$ cat config.mk
export PLATFORM = sky130hd
export DESIGN_NAME = reaction_round_ctrl
export DESIGN_NICKNAME = d
export VERILOG_FILES = /design/src/rtl/reaction_round_ctrl_pkg.sv /design/src/rtl/btn_edge.sv /design/src/rtl/reaction_round_ctrl.sv
export SDC_FILE = /design/constraint.sdc
export NUM_CORES = 1
export LEC_CHECK = 0
export CAP_MARGIN = 20
export CORE_MARGIN = 2
export CORE_UTILIZATION = 55
export CTS_CLUSTER_DIAMETER = 120
export DETAILED_ROUTE_END_ITERATION = 6
export PLACE_DENSITY = 0.81
export SLEW_MARGIN = 40
export SYNTH_ARGS = -nofsm -noshare
export SYNTH_HDL_FRONTEND = slang
export SYNTH_SLANG_ARGS = --single-unit
$ cat constraint.sdc
create_clock -name i_clk -period 16.8 [get_ports i_clk]
set_input_delay 3.36 -clock i_clk [delete_from_list [all_inputs] [get_ports i_clk]]
set_output_delay 3.36 -clock i_clk [all_outputs]
set_load 0.05 [all_outputs]
$ cat src/rtl/reaction_round_ctrl_pkg.sv
// Shared state encoding, display constants and default tick rates for the reaction-round game.
package reaction_round_ctrl_pkg;

    typedef enum logic [2:0] {
        StIdle   = 3'd0,
        StTarget = 3'd1,
        StCount  = 3'd2,
        StScore  = 3'd3,
        StFinal  = 3'd4
    } state_e;

    localparam logic [13:0] TARGET_LO  = 14'd1000;
    localparam logic [13:0] TARGET_OFS = 14'd7000;
    localparam logic [13:0] NUM_MAX    = 14'd9999;

    localparam int unsigned DEF_TICKS_0 = 1000000;
    localparam int unsigned DEF_TICKS_1 = 200000;
    localparam int unsigned DEF_TICKS_2 = 100000;

    // Folds any 14-bit random value into the four-digit range 1000..9999.
    function automatic logic [13:0] map_target(input logic [13:0] raw);
        if (raw < TARGET_LO) begin
            return raw + TARGET_LO;
        end else if (raw > NUM_MAX) begin
            return raw - TARGET_OFS;
        end
        return raw;
    endfunction

endpackage

$ cat src/rtl/btn_edge.sv
// Rising-edge detector for one debounced button: one-cycle pulse on a 0->1 transition.
module btn_edge (
    input  logic i_clk,
    input  logic i_rst,
    input  logic i_btn,
    output logic o_rise
);

    logic r_prev;

    always_ff @(posedge i_clk) begin
        if (i_rst) begin
            r_prev <= 1'b0;
        end else begin
            r_prev <= i_btn;
        end
    end

    assign o_rise = i_btn & ~r_prev;

endmodule

$ cat src/rtl/reaction_round_ctrl.sv
// Reaction-timing game: shows a target, counts up until the player stops it, and scores the
// stop error per round and over a whole game on a numeric display and an LED bar.
module reaction_round_ctrl
    import reaction_round_ctrl_pkg::*;
#(
    parameter int unsigned NUM_MODES = 3,
    parameter int unsigned TICKS_0   = DEF_TICKS_0,
    parameter int unsigned TICKS_1   = DEF_TICKS_1,
    parameter int unsigned TICKS_2   = DEF_TICKS_2,
    parameter int unsigned ROUNDS    = 4,
    parameter int unsigned LED_W     = 16,
    parameter int unsigned LED_STEP  = 30,
    parameter int unsigned ERR_CAP   = 490
) (
    input  logic             i_clk,
    input  logic             i_rst,
    input  logic             i_btn_up,
    input  logic             i_btn_down,
    input  logic             i_btn_sel,
    input  logic [13:0]      i_rand,
    output logic [2:0]       o_select,
    output logic [1:0]       o_mode,
    output logic [13:0]      o_number,
    output logic [LED_W-1:0] o_led,
    output logic [3:0]       o_round,
    output logic             o_done
);

    localparam int unsigned TICK_MAX_01 = (TICKS_0 > TICKS_1) ? TICKS_0 : TICKS_1;
    localparam int unsigned TICK_MAX    = (TICK_MAX_01 > TICKS_2) ? TICK_MAX_01 : TICKS_2;
    localparam int unsigned TICK_W      = $clog2(TICK_MAX + 1);

    localparam logic [1:0]  MODE_MAX   = 2'(NUM_MODES - 1);
    localparam logic [3:0]  ROUND_LAST = 4'(ROUNDS);
    localparam logic [13:0] ERR_CAP_W  = 14'(ERR_CAP);
    localparam logic [13:0] ROUNDS_W   = 14'(ROUNDS);
    localparam logic [13:0] STEP_W     = 14'(LED_STEP);
    localparam logic [13:0] LED_CNT_W  = 14'(LED_W);

    state_e              r_state;
    logic [1:0]          r_mode;
    logic [13:0]         r_number;
    logic [13:0]         r_target;
    logic [13:0]         r_total;
    logic [LED_W-1:0]    r_led;
    logic [3:0]          r_round;
    logic                r_done;
    logic [TICK_W-1:0]   r_tick;

    logic                w_up;
    logic                w_down;
    logic                w_sel;
    logic [13:0]         w_target;
    logic [TICK_W-1:0]   w_tick_last;
    logic [13:0]         w_diff;
    logic [13:0]         w_err;
    logic [14:0]         w_sum;
    logic [13:0]         w_total;

    // Divisors are elaboration-time constants, so this folds to fixed logic.
    function automatic logic [LED_W-1:0] led_bar(input logic [13:0] err);
        logic [13:0] k;
        k = err / STEP_W;
        if (k > LED_CNT_W) begin
            k = LED_CNT_W;
        end
        return {LED_W{1'b1}} << k;
    endfunction

    btn_edge u_edge_up (
        .i_clk  (i_clk),
        .i_rst  (i_rst),
        .i_btn  (i_btn_up),
        .o_rise (w_up)
    );

    btn_edge u_edge_down (
        .i_clk  (i_clk),
        .i_rst  (i_rst),
        .i_btn  (i_btn_down),
        .o_rise (w_down)
    );

    btn_edge u_edge_sel (
        .i_clk  (i_clk),
        .i_rst  (i_rst),
        .i_btn  (i_btn_sel),
        .o_rise (w_sel)
    );

    assign w_target = map_target(i_rand);

    always_comb begin
        case (r_mode)
            2'd0:    w_tick_last = TICK_W'(TICKS_0 - 1);
            2'd1:    w_tick_last = TICK_W'(TICKS_1 - 1);
            default: w_tick_last = TICK_W'(TICKS_2 - 1);
        endcase
    end

    always_comb begin
        w_diff  = (r_number >= r_target) ? (r_number - r_target) : (r_target - r_number);
        w_err   = (w_diff > ERR_CAP_W) ? ERR_CAP_W : w_diff;
        w_sum   = {1'b0, r_total} + {1'b0, w_err};
        w_total = (w_sum > {1'b0, NUM_MAX}) ? NUM_MAX : w_sum[13:0];
    end

    always_ff @(posedge i_clk) begin
        if (i_rst) begin
            r_state  <= StIdle;
            r_mode   <= 2'd1;
            r_number <= '0;
            r_target <= '0;
            r_total  <= '0;
            r_led    <= '0;
            r_round  <= '0;
            r_done   <= 1'b0;
            r_tick   <= '0;
        end else begin
            unique case (r_state)
                StIdle: begin
                    if (w_sel) begin
                        r_state  <= StTarget;
                        r_target <= w_target;
                        r_number <= w_target;
                        r_round  <= r_round + 4'd1;
                        r_led    <= '0;
                    end else if (w_up && !w_down && (r_mode < MODE_MAX)) begin
                        r_mode <= r_mode + 2'd1;
                    end else if (w_down && !w_up && (r_mode != 2'd0)) begin
                        r_mode <= r_mode - 2'd1;
                    end
                end
                StTarget: begin
                    if (w_sel) begin
                        r_state  <= StCount;
                        r_number <= '0;
                        r_tick   <= '0;
                    end
                end
                StCount: begin
                    if (w_sel) begin
                        r_state  <= StScore;
                        r_number <= w_err;
                        r_total  <= w_total;
                        r_led    <= led_bar(w_err);
                    end else if (r_tick == w_tick_last) begin
                        r_tick   <= '0;
                        r_number <= (r_number == NUM_MAX) ? '0 : (r_number + 14'd1);
                    end else begin
                        r_tick <= r_tick + 1'b1;
                    end
                end
                StScore: begin
                    if (w_sel) begin
                        if (r_round == ROUND_LAST) begin
                            r_state  <= StFinal;
                            r_number <= r_total;
                            r_led    <= led_bar(r_total / ROUNDS_W);
                            r_done   <= 1'b1;
                        end else begin
                            r_state  <= StTarget;
                            r_target <= w_target;
                            r_number <= w_target;
                            r_round  <= r_round + 4'd1;
                            r_led    <= '0;
                        end
                    end
                end
                StFinal: begin
                    if (w_sel) begin
                        r_state  <= StIdle;
                        r_number <= '0;
                        r_total  <= '0;
                        r_led    <= '0;
                        r_round  <= '0;
                        r_done   <= 1'b0;
                    end
                end
                default: r_state <= StIdle;
            endcase
        end
    end

    assign o_select = r_state;
    assign o_mode   = r_mode;
    assign o_number = r_number;
    assign o_led    = r_led;
    assign o_round  = r_round;
    assign o_done   = r_done;

endmodule

==> run metrics <==
Syn Area/Cell=about 7.4 µm²; Yosys top cell area share=between 20% and 30%; die footprint=0.0163 mm²; Final Hold Fails=0; DRT iter0 DRCs=about 850; RSZ-0062 raised after global routing=no; top-count cell post-synth=nor2_1; CP startpoint kind=flop; Remaining Overflow, GRT=0; VDD IR max=a little under 0.00006 V; total track usage=30.9%; detailed placement HPWL=approximately 19 mm; Slew @ Worst Pin=just over 800 ps; Worst Path Required=17000 ps; cts bufs inserted=9; initial antenna violation count=0; remaining antenna violation count after routing=0; setup violators final=0; Seq cells post-synth=91; number of global-route vias before repair=around 8000; Post-Synth Adder-Cell Area=approximately 8.6%; area of the multi-input gates=0.00618 mm²; Tmin final=~7500 ps; first-pass GRT wire length=between 40 and 50 mm; R2R depth=26; setup TNS=0 ps; CP Capture Type=flop; vias per cell=~6.5; sequential fraction of design power=around 25%; buffer depth of the longest clock path=2; yosys warns=0; max-slew violation count=0; Seq. cell area=0.00182 mm²; DR vias=8755; Critical Path AT=7700 ps; # DRC=0; final critical-path share of the clock period=44.6%; cell-internal power=0.000524 W; post-CTS sizing=0; EDFF count, synth=0; drt wl/cell=between 15 and 20 µm; largest family of logic cells by synthesized area=compound AO/OA/AOI/OAI gates; core area=0.0150 mm²; max-cap violation count=0; n_diodes=0; Post-Syn Area=0.00840 mm²; DR pass1 iterations=5; Power Density=~110 mW/mm²; Layout fillers=~1400; mux cell area share after synthesis=1.13%; chip width=about 130 µm; height of the die=128 µm; Cell Rows=45; clock transition at the registers of the reported paths=about 70 ps; Leak Pwr=about 3.6 nW; worst min-delay path class=reg2reg; post-synthesis compound-gate area fraction=29.7%; Switching Share=between 40% and 50%; pin count of the biggest net entering global routing=approximately 70; nets=1238; Unique masters post-synth=89; synth cell count leaders=nor2_1 (140), a21oi_1 (92), nand2_1 (92), dfxtp_1 (91), inv_1 (54); slew margin rel.=a little under half; ranking of synthesized cells by area=dfxtp_1 (22%), ha_1 (7.9%), nor2_1 (6.3%); IO Count=59; Starting Density=55.8%; clk root buf=clkbuf_16; CTS tree=built; share of layout cells above drive strength 1=under 10%; hold_buf cts=0; fmax=about 130 MHz; fin util=62.5%; Crit Path Class=reg2reg; part of the Yosys area used for sequential elements=between 20% and 30%; Worst Path Max Fanout=15; clk_lat worst skew=between 300 and 400 ps; clock sinks=around 90; Setup Skew=just over 7 ps; Design Power=~0.0010 W; Post-synth ARST share=0%; Routed Wire Length=25.2 mm; Final GP Congestion=about 1.0; outcome=complete, no violations; Comb pwr share=a little over half; Setup Fix Bufs, Post-CTS=0; XOR/XNOR Fraction of Synth Area=~6.5%; PortBufs=58; switching power=roughly 0.00047 W; CTS HTree Levels=3; WHS Path Cells=2; ys flop type=dfxtp_1; Synth area leader=dfxtp_1; simple-gate share of the synthesized area=between 20 and 30%; Layout area overhead=12.0%; clock power share=a little over a fifth; Syn Inst Count=approximately 1100
## per-stage QoR
stage	instances	instance area [µm²]	hold WS [ps]	setup WS, ps
final	1356	9400	490	9300
after global routing	1356	9400	532	8710
after CTS	1356	9400	493	9460
after detailed placement	1340	9100	479	9520
after global placement	1338	9060	479	9380
after floorplan	1138	8410	479	10170
## flip-flops by register name, indices dropped and copies added (netlist names), 2 cells and up
register  cells
o_led        16
o_round       4
r_tick       20
o_mode        2
o_select      3
r_target     14
r_total      14
o_number     14
## kinds of logic (layout without fill, tap and decap cells)
family | count (synthesis) | after routing
multiplexers | 9 | 9
other | 1 | 5
AND/OR/NAND/NOR | 450 | 450
buffers and inverters | 108 | 138
AO/OA/AOI/OAI | 357 | 357
flip-flops | 91 | 91
adder cells (fa/ha/maj) | 56 | 56
XOR/XNOR | 62 | 62
## metal layers
metal	vias up	global-route usage, %	routed length (µm)
met3	59	4.90	2020
met2	382	50.0	11500
met4	0	12.9	845
met1	4075	41.0	10800
li1	4239	-	-
met5	-	0	0
## critical path, cell delays in order (launching register included)
cell and delay [ps]:
dfxtp_1 450, inv_1 120, ha_1 530, nand4_1 260
nor4_2 530, a2111o_1 420, nor4_1 90, or4b_1 810
nand2b_1 280, a311o_1 350, nand3_2 170, nor2_1 60
ha_1 200, inv_1 70, fa_1 210, nor2b_1 60
o21ai_0 200, a21boi_0 150, o21ai_0 210, a21boi_0 150
o21a_1 200, o211ai_1 270, a31oi_1 160, nor2_1 210
mux2i_1 160, o41ai_4 790, a311oi_1 210
## final cells by class
class	count	area share, %
Timing Repair Buffer	68	7.00
Inverter	54	2.16
Clock inverter	7	0.838
Clock buffer	9	2.40
Sequential cell	91	19.4
Multi-Input combinational cell	939	65.7
Tap cell	188	2.50
## path summary, 6_finish.rpt
| path | from | slack, ps | to |
|---|---|---|---|
| worst max-delay path | o_number[10]$_SDFFE_PP0P_ | 9300 | r_total[8]$_SDFFE_PP0P_ |
| worst min-delay path | o_led[7]$_SDFFE_PP0P_ | 490 | o_led[7]$_SDFFE_PP0P_ |
| worst max register to register | o_number[10]$_SDFFE_PP0P_ | 9300 | r_total[8]$_SDFFE_PP0P_ |
| worst min register to register | o_led[7]$_SDFFE_PP0P_ | 490 | o_led[7]$_SDFFE_PP0P_ |
## cell usage in the layout, fill, tap and decap left out, types with 7 or more instances in the layout
| cell | instances |
|---|---|
| a211o_1 | 7 |
| a211oi_1 | 20 |
| a21o_1 | 18 |
| a21oi_1 | 91 |
| a222oi_1 | 10 |
| a311oi_1 | 9 |
| a31o_2 | 7 |
| a31oi_1 | 10 |
| and2_1 | 17 |
| and3_1 | 11 |
| buf_4 | 8 |
| clkbuf_16 | 9 |
| clkdlybuf4s50_1 | 57 |
| dfxtp_1 | 91 |
| ha_1 | 53 |
| inv_1 | 54 |
| nand2_1 | 92 |
| nand2b_1 | 15 |
| nand3_1 | 36 |
| nand4_1 | 24 |
| nor2_1 | 140 |
| nor2b_1 | 24 |
| nor3_1 | 29 |
| nor4_1 | 14 |
| o2111ai_1 | 7 |
| o211ai_1 | 15 |
| o21a_1 | 14 |
| o21ai_0 | 53 |
| o22ai_1 | 11 |
| o31ai_1 | 9 |
| or3_1 | 9 |
| xnor2_1 | 33 |
| xor2_1 | 29 |
## power groups by stage
stage | Clock [W] | Sequential (W) | Combinational [W]
4_1_cts | 0.000212 | 0.000247 | 0.000526
3_5_place_dp | 0 | 0.000252 | 0.000524
3_3_place_gp | 0 | 0.000252 | 0.000520
2_1_floorplan | 0 | 0.000278 | 0.000372
6_report | 0.000209 | 0.000248 | 0.000540
5_1_grt | 0.000221 | 0.000250 | 0.000584
Power figures use the tool's default switching activity.
==> edit (config.mk and constraints unchanged) <==
Reset style: asynchronous (`i_rst`), changed in 2 clocked blocks.
--- a/src/rtl/btn_edge.sv
+++ b/src/rtl/btn_edge.sv
@@ -8,7 +8,7 @@
 
     logic r_prev;
 
-    always_ff @(posedge i_clk) begin
+    always_ff @(posedge i_clk or posedge i_rst) begin
         if (i_rst) begin
             r_prev <= 1'b0;
         end else begin
--- a/src/rtl/reaction_round_ctrl.sv
+++ b/src/rtl/reaction_round_ctrl.sv
@@ -105,7 +105,7 @@
         w_total = (w_sum > {1'b0, NUM_MAX}) ? NUM_MAX : w_sum[13:0];
     end
 
-    always_ff @(posedge i_clk) begin
+    always_ff @(posedge i_clk or posedge i_rst) begin
         if (i_rst) begin
             r_state  <= StIdle;
             r_mode   <= 2'd1;
Function: differs if i_rst is asserted again (counterexample within 4 cycles, from zero or initial values and one cycle with i_rst high); with i_rst held inactive, the same outputs for 4 cycles.
==> edit against the original RTL <==
Wire length decreased by 2.1%; worst setup slack got worse by 0.51 ns; sequential cell count unchanged; final area increased by 4.0%; synthesized area increased by 4.1%; critical endpoint is now r_total[4]$_DFFE_PP0P_.
Power is not shown: default switching activity piles up to over one toggle a cycle in this logic, so the estimate is an artifact.
==> edit: results (changes against the original RTL) <==
| Metric | Value |
|---|---|
| Pre-antenna DRT Iters | `7 (+2)` |
| Crit-path max cell delay | `0.71 ns (-0.10 ns)` |
| Nets | `1214 (-1.9%)` |
| Final wirelength | `24600 um (-2.1%)` |
| Largest cells by area after synthesis | `dfrtp_1 26%, ha_1 7.6%, nor2_1 4.9%` |
| Routability-driven placement congestion ratio | `0.917 (-12%)` |
| DR vias/cell | `6.38 (-1.2%)` |
| Layout fillers | `1393 (+2.8%)` |
| First-pass GRT wire length | `40200 um (-1.5%)` |
| Most frequent cells after synthesis | `113 x nor2_1, 95 x nand2_1, 90 x dfrtp_1` |
| Largest net degree at the start of global routing | `76 (+5.6%)` |
| Crit path DAT | `8.29 ns (+0.59 ns)` |
| Worst R2R Path Depth | `27 (+3.8%)` |
| Hold Crit Class | `reg2reg` |
| Worst-Skew Late Latency | `0.35 ns` |
| Initial antenna violation count | `0 (unchanged)` |
| Layout Skew | `0.00982 ns (+0.00254 ns)` |
| Post-CTS Setup Bufs | `0 (unchanged)` |
| CP max stage cell | `o32ai_1` |
| Synth Flop Type | `dfrtp_1` |
| Worst-path clk slew | `0.07 ns (about the same)` |
| Status | `complete, no violations` |
| CTS max path bufs | `2 (unchanged)` |
| Layout cells sized above 1 | `6.47% (+0.22 points)` |
| CTS buffer count | `9 (unchanged)` |
| Worst Hold Depth | `2 (unchanged)` |
| Total GRT Usage | `29.6% (-1.3 points)` |
| Vias in the first global route | `8069 (+0.60%)` |
| CP max FO | `15 (unchanged)` |
| Clock root buffer | `clkbuf_16` |
| Port bufs | `58 (unchanged)` |
| Syn. warnings | `0 (unchanged)` |
| Max FFs per register | `20 (unchanged)` |
| Library cells used by synthesis | `102 (+15%)` |
| CTS resizes | `0 (unchanged)` |
| CP top delay family | `compound AO/OA/AOI/OAI gates` |
| Seq/Total Area, Yosys | `26.1% (+4.4 points)` |
| DP Wirelength | `18600 um (-1.9%)` |
| Largest Register | `r_tick` |
| Initial DRC Count | `1110 (+31%)` |
| # diodes | `0 (unchanged)` |
| Slew headroom | `44.0% (-1.5 points)` |
| Synth async-reset ratio | `100% (+100 points)` |
| Htree depth | `3 (unchanged)` |
==> edit: per-layer routing <==
layer  GRT usage (%)  part of all wire, %
met1            40.9                   44
met5               0                    0
met3            4.76                  7.2
met2            46.6                   46
met4            11.4                  2.9
==> edit: final timing paths <==
kind,startpoint,end,slack (ns)
max in group asynchronous,i_rst,r_target[7]$_DFFE_PP0P_,12.56
hold / removal,o_led[3]$_DFFE_PP0P_,o_led[3]$_DFFE_PP0P_,0.48
setup / recovery,o_number[7]$_DFFE_PP0P_,r_total[4]$_DFFE_PP0P_,8.79
setup reg to reg,o_number[7]$_DFFE_PP0P_,r_total[4]$_DFFE_PP0P_,8.79
hold reg to reg,o_led[3]$_DFFE_PP0P_,o_led[3]$_DFFE_PP0P_,0.48
min in group asynchronous,i_rst,o_led[0]$_DFFE_PP0P_,3.30
==> edit: final cells by class <==
cell class / instances / area share (%)
clock buffers: 11 / 2.58
clock inverters: 5 / 0.409
flip-flops and latches: 91 / 23.3
repair buffers: 63 / 6.36
inverters: 57 / 2.21
multi-input cells: 917 / 62.4
well taps: 216 / 2.76
==> edit: cells by family after synthesis <==
family / share of synthesized area, %
flops: 26.1
compound gates: 28.9
mux: 1.92
buf+inv: 4.74
fa+ha+maj: 8.27
simple gates: 24.3
other cells: 0.0429
xor+xnor: 5.81
==> edit: through the flow <==
step / area (um^2) / instances / setup slack [ns] / hold slack [ns] / utilization [%]
after floorplan: 8750 / 1110 / 10.11 / 0.456 / -
final: 9780 / 1360 / 8.79 / 0.483 / 62.2
after global placement: 9450 / 1344 / 9.40 / 0.463 / 60.2
after global routing: 9780 / 1360 / 8.24 / 0.508 / 62.2
after CTS: 9770 / 1360 / 8.95 / 0.489 / 62.2
after detailed placement: 9480 / 1344 / 9.02 / 0.475 / 60.3
